<file path="src/rtl/aoi222_exhaustive_tester.sv">
// Exhaustive stimulus/check wrapper for an aoi222 cell: walks all 64 input
// vectors, samples ZN after a settle window and tallies mismatches.
module aoi222_exhaustive_tester #(
  parameter int unsigned SETTLE_CYCLES = 2,
  parameter bit          STOP_ON_FAIL  = 1'b0
) (
  input  logic       CLK,
  input  logic       RST,
  input  logic       START,
  input  logic       ZN,
  output logic       A1,
  output logic       A2,
  output logic       B1,
  output logic       B2,
  output logic       C1,
  output logic       C2,
  output logic       BUSY,
  output logic       DONE,
  output logic       PASS,
  output logic [6:0] ERR_COUNT,
  output logic       FAIL_VALID,
  output logic [5:0] FAIL_VEC
);

  typedef enum logic [1:0] {
    IDLE,
    HOLD,
    DONE_ST
  } state_t;

  localparam logic [7:0] SETTLE_LAST = 8'(SETTLE_CYCLES - 1);

  state_t     state_q, state_d;
  logic [5:0] vec_q, vec_d;
  logic [7:0] settle_q, settle_d;
  logic [6:0] err_q, err_d;
  logic       fail_valid_q, fail_valid_d;
  logic [5:0] fail_vec_q, fail_vec_d;
  logic       busy_q, busy_d;
  logic       done_q, done_d;
  logic       pass_q, pass_d;
  logic       expected;
  logic       mismatch;

  always_ff @(posedge CLK) begin
    if (RST) begin
      state_q      <= IDLE;
      vec_q        <= '0;
      settle_q     <= '0;
      err_q        <= '0;
      fail_valid_q <= 1'b0;
      fail_vec_q   <= '0;
      busy_q       <= 1'b0;
      done_q       <= 1'b0;
      pass_q       <= 1'b0;
    end else begin
      state_q      <= state_d;
      vec_q        <= vec_d;
      settle_q     <= settle_d;
      err_q        <= err_d;
      fail_valid_q <= fail_valid_d;
      fail_vec_q   <= fail_vec_d;
      busy_q       <= busy_d;
      done_q       <= done_d;
      pass_q       <= pass_d;
    end
  end

  // Case-inequality so that an X or Z on ZN is flagged as a mismatch.
  always_comb begin
    expected = ~((vec_q[0] & vec_q[1]) | (vec_q[2] & vec_q[3]) | (vec_q[4] & vec_q[5]));
    mismatch = (ZN !== expected);
  end

  always_comb begin
    state_d      = state_q;
    vec_d        = vec_q;
    settle_d     = settle_q;
    err_d        = err_q;
    fail_valid_d = fail_valid_q;
    fail_vec_d   = fail_vec_q;
    busy_d       = busy_q;
    done_d       = done_q;
    pass_d       = pass_q;

    case (state_q)
      IDLE, DONE_ST: begin
        if (START) begin
          state_d      = HOLD;
          vec_d        = '0;
          settle_d     = '0;
          err_d        = '0;
          fail_valid_d = 1'b0;
          fail_vec_d   = '0;
          busy_d       = 1'b1;
          done_d       = 1'b0;
          pass_d       = 1'b0;
        end
      end
      HOLD: begin
        if (settle_q == SETTLE_LAST) begin
          if (mismatch) begin
            err_d = err_q + 7'd1;
            if (!fail_valid_q) begin
              fail_valid_d = 1'b1;
              fail_vec_d   = vec_q;
            end
          end
          // Terminal vector is 63; the counter is never advanced past it.
          if ((vec_q == 6'd63) || (STOP_ON_FAIL && mismatch)) begin
            state_d = DONE_ST;
            busy_d  = 1'b0;
            done_d  = 1'b1;
            pass_d  = (err_d == 7'd0);
          end else begin
            vec_d    = vec_q + 6'd1;
            settle_d = '0;
          end
        end else begin
          settle_d = settle_q + 8'd1;
        end
      end
      default: state_d = IDLE;
    endcase
  end

  assign {C2, C1, B2, B1, A2, A1} = vec_q;
  assign BUSY       = busy_q;
  assign DONE       = done_q;
  assign PASS       = pass_q;
  assign ERR_COUNT  = err_q;
  assign FAIL_VALID = fail_valid_q;
  assign FAIL_VEC   = fail_vec_q;

endmodule
</file>
<file path="config.mk">
export PLATFORM = sky130hd
export DESIGN_NAME = aoi222_exhaustive_tester
export DESIGN_NICKNAME = d
export VERILOG_FILES = /design/src/rtl/aoi222_exhaustive_tester.sv
export SDC_FILE = /design/constraint.sdc
export NUM_CORES = 1
export LEC_CHECK = 0
export ABC_AREA = 1
export CORE_ASPECT_RATIO = 1.1
export CORE_MARGIN = 2
export CORE_UTILIZATION = 30
export CTS_CLUSTER_SIZE = 20
export DETAILED_ROUTE_END_ITERATION = 10
export GPL_TIMING_DRIVEN = 0
export SYNTH_ARGS = -nofsm -noshare
export SYNTH_HDL_FRONTEND = slang
export SYNTH_SLANG_ARGS = --single-unit
export TNS_END_PERCENT = 1
</file>
<file path="constraint.sdc">
create_clock -name CLK -period 5.1 [get_ports CLK]
set_clock_uncertainty 0.1 [all_clocks]
set_input_delay 1.275 -clock CLK [delete_from_list [all_inputs] [get_ports CLK]]
set_output_delay 1.275 -clock CLK [all_outputs]
set_load 0.01 [all_outputs]
</file>
; ---- Yosys cells after proc, flatten, opt, wreduce, memory -nomap -nowiden
; Index checks and enable logic that the tools add are counted.
[totals]
ff_bits = 33
inputBits = 4
ramBits = 0
latchBits = 0
output_inout_bits = 23
wordCells = 77
n_memories = 0
mem_bits_ro = 0
[classes]
mul = 0
div_mod_pow = 0
reduce_logical = 11
add_sub_neg = 3
order_cmp = 0
muxes = 36
n_shift = 0
n_bitwise = 6
eq_ne = 12
[op_table]
columns = op, count
row1 = 6-bit 2-to-1 mux, 6
row2 = 7-bit 2-to-1 mux, 5
row3 = 8-bit 2-to-1 mux, 3
row4 = 6-bit one-hot mux with 2 select lines, 2
row5 = 8-bit one-hot mux with 2 select lines, 1
row6 = 7-bit one-hot mux with 2 select lines, 1
row7 = 2-bit != test (second input constant), 6
row8 = 4-bit AND reduction, 3
row9 = 1-bit 2-to-1 mux, 10
row10 = 3-bit AND reduction, 3
row11 = 8-bit by 1-bit adder with 8-bit output (second input constant), 1
row12 = 8-bit by 1-bit equality test with 1-bit output (second input constant), 1
row13 = 1-bit one-hot mux with 2 select lines, 4
row14 = 7-bit by 1-bit adder with 7-bit output (second input constant), 1
row15 = 7-bit logical NOT, 1
row16 = 6-bit by 1-bit adder with 6-bit output (second input constant), 1
row17 = 6-bit equality test (second input constant), 1
row18 = 2-bit 2-to-1 mux, 3
row19 = 5-bit AND reduction, 1
row20 = 2-bit one-hot mux with 2 select lines, 1
row21 = 1-bit bitwise AND, 3
row22 = 3-bit != test (second input constant), 1
row23 = 2-bit by 1-bit equality test with 1-bit output (second input constant), 1
row24 = 2-bit equality test (second input constant), 1
row25 = 6 further kinds, 7

; ---- Logic depth before layout (Yosys ltp)
[logic_depth]
depth_word = 12
mapped_depth = 12
depth_no_buf = 12

; ---- Worst setup path before layout
; OpenSTA, ideal clock, no wires.
[synth_path]
path_type = input to register
from = input port ZN
to = register fail_vec_q[3], in the netlist FAIL_VEC[3]
t_required_ns = 4.930
setup_ns = 0.070
stages = 7
t_arrival_ns = 2.050
path_buffers = 0
slack_ns = 2.880
path_cell_list = inv_1 -> nand4_1 -> nand2_2 -> nand4_4 -> nand2_2 -> nand3_1 -> a21oi_1
[synth_between]
elab_chain_len = 3
[synth_lines]
columns = item, line
row1 = "start, declared", 10  ; input logic ZN,
row2 = 1-bit !== test, 72  ; mismatch = (ZN !== expected);
row3 = 2-bit != test (no line), -
row4 = 5-bit AND reduction (no line), -
row5 = "end signal, assigned", 62  ; fail_vec_q <= fail_vec_d;
row6 = "end, declared", 38  ; logic [5:0] fail_vec_q, fail_vec_d;
; No other way between the ends.
; A chain may end at the register's enable or synchronous reset.

; ---- Final worst setup path
[layout_path]
from = register vec_q[3]
to = output port B2
[layout_lines]
columns = item, line
row1 = "start, declared", 34  ; logic [5:0] vec_q, vec_d;
row2 = "start signal, assigned", 58  ; vec_q <= vec_d;
row3 = "end, declared", 14  ; output logic B2,
; No word-level cell between the ends.

==> results_dict.tcl <==
set metrics [dict create \
    status "complete, no violations" \
    ant_nets 0 \
    clock_sinks 33 \
    hold_buffers 0 \
    yosys_warnings 0 \
    clk_latency_ps 280 \
    path_buf_inv 1 \
    stdcell_count 358 \
    rr_worst_depth 8 \
    drive_gt1_share_pct 7.47 \
    place_hpwl_um 3090 \
    track_usage_pct 13.7 \
    routedWlPerCell_um 11.5 \
    crit_path_max_incr_delay_ps 600 \
    arrival_ps 1370 \
    powerDensity_mw_per_mm2 251 \
    maxSlewHeadroom_pct 66.5 \
    numPortBuffers 26 \
    syn2layout_area_growth_pct 24.8 \
    finalNetCount 288 \
    cts_tree "built" \
    clk_pin_slew_worst_paths_ps 60 \
    cts_buffers 5 \
    antennaDiodeCount 0 \
    r2r_start "vec_q[1]" \
    cp-start-kind "register" \
    gp_congestion 0.787 \
    synth_seq_cells 33 \
    crit_fanout 7 \
    syn_nets 255 \
    grt_max_degree 11 \
    final_util_pct 38.3 \
    grt_pass1_vias 1575 \
    dp_cells 350 \
    hp-start "DONE" \
    critPathTopFamily "buffers and inverters" \
    final-setup-viol-count 0 \
    min_path_type "register to register" \
    hold_viol 0 \
    syn_inst 247 \
    pin_count 27 \
    crit_chain "clkdlybuf4s50_1" \
    syn_area_mm2 0.00176 \
    grt_pass1_wl_um 7270 \
    worstMarginPinSlew_ps 503 \
    grt_setup_unrepaired "no" \
    ys_async_sr_fraction_pct 0 \
    leakage_nw 0.801 \
    core_mm2 0.00573 \
    crit_required_ps 3720 \
    drt-total-wl_um 4120 \
    die_area_mm2 0.00649 \
    worstSetupEndpointType "primary output" \
    cap_violations 0 \
    die_w_um 77.0 \
    cts-resized-gates 0 \
    vias 1655 \
    slowest_stage "clkdlybuf4s50_1" \
    drt-initial-drc-count 95 \
    ys.flop_type "dfxtp_1" \
    crit_type "register to primary output" \
    fp-row-count 29 \
    clock_path_buffers 2 \
    synth_seq_area_share_pct 37.6 \
    overflow 0 \
    setup_tns_ps 0 \
    start_util_pct 30.7 \
    antenna_found_initial 0 \
    final.min_clock_period_ps 2740 \
    ir_worst_vdd_mv 0.103 \
    via_per_inst 4.62 \
    yosysUniqueCellTypes 28 \
    syn_avg_cell_area_um2 7.12 \
    whs_path_depth 2 \
    drc 0 \
    period_share_pct 53.8 \
    cts_setup_buffers 0 \
    first_pass_iters 4 \
    r2r_slack_ps 3230 \
    die_y_um 84.3 \
    hold_path_end "DONE" \
    synth_edf_count 0 \
    timing.fmax_mhz 365 \
    root_buffer "clkbuf_8" \
    r2r_end "settle_q[3]" \
    htreeDepth 2 \
    final_max_slew_viol_count 0 \
]
-- worst max path at each step --
stage | start | to | slack [ps] | cells past startpoint
2_1_floorplan | ZN | FAIL_VEC[3] | 2880 | 7
3_3_place_gp | ZN | PASS | 2200 | 9
3_5_place_dp | ZN | PASS | 2190 | 9
4_1_cts | vec_q[3] | B2 | 2330 | 1
5_1_grt | vec_q[3] | B2 | 2290 | 1
6_report | vec_q[3] | B2 | 2360 | 1
-- layout make-up --
cell class,instances,area (um^2)
plain buffers,4,20.0
clock buffers,8,80.1
fillers,643,3540
inverters,27,101
multi-input cells,183,976
flip-flops and latches,33,661
well taps,77,96.3
repair buffers,26,260
-- sequential cells by signal (all words and copies together) (netlist names) --
name / cells
vec_q: 6
DONE: 1
FAIL_VEC: 6
FAIL_VALID: 1
state_q: 2
BUSY: 1
PASS: 1
settle_q: 8
ERR_COUNT: 7
-- through the flow --
stage / area (um^2) / hold slack, ps / power (mW) / worst slack, ps
6_report: 2190 / 369 / 0.550 / 2360
5_1_grt: 2190 / 392 / 0.585 / 2290
4_1_cts: 2190 / 379 / 0.559 / 2330
3_5_place_dp: 2110 / 369 / 0.369 / 2190
3_3_place_gp: 2110 / 364 / 0.368 / 2200
2_1_floorplan: 1760 / 360 / 0.340 / 2880
-- cell usage after synthesis (2+ instances only) --
| library cell | n | share of area (%) |
|---|---|---|
| nand2_1 | 58 | 12 |
| xor2_1 | 4 | 2.0 |
| ha_1 | 4 | 2.8 |
| o21ai_0 | 9 | 2.6 |
| a21oi_1 | 27 | 7.7 |
| dfxtp_1 | 33 | 38 |
| nor2_1 | 20 | 4.3 |
| xnor2_1 | 4 | 2.0 |
| nand4_1 | 5 | 1.8 |
| nand2_4 | 4 | 2.6 |
| inv_1 | 27 | 5.8 |
| nand2_2 | 3 | 1.1 |
| clkbuf_1 | 2 | 0.43 |
| nand3_1 | 33 | 9.4 |
-- report_power, final --
| group | switching [mW] | internal [mW] | total, mW |
|---|---|---|---|
| logic | 0.0635 | 0.0298 | 0.0934 |
| registers | 0.00557 | 0.264 | 0.269 |
| clock network | 0.0907 | 0.0969 | 0.188 |
| total | 0.160 | 0.391 | 0.550 |
-- placed cells by master, fill, tap and decap left out, types with 3 or more instances in the layout --
cell / instances
a21oi_1: 27
clkbuf_1: 5
clkbuf_8: 5
clkdlybuf4s50_1: 26
dfxtp_1: 33
ha_1: 4
inv_1: 27
nand2_1: 58
nand2_2: 3
nand2_4: 4
nand3_1: 33
nand4_1: 5
nor2_1: 20
o21ai_0: 9
xnor2_1: 4
xor2_1: 4
-- cells by family after synthesis --
group	share of synthesized area [%]
AOI/OAI and AO/OA	10.6
and+or+nand+nor	38.1
xor gates and xnor gates	3.99
DFF	37.6
buffers and inverters	6.90
adders and majority gates	2.85
-- metal layers --
metal	up-vias	track usage, %	routed length, um
met1	757	16.5	1960
met3	7	3.66	110
met4	0	4.87	60
met2	14	23.6	1990
li1	877	-	-
met5	-	0	0
No activity file was read; power rests on OpenSTA's default activity.
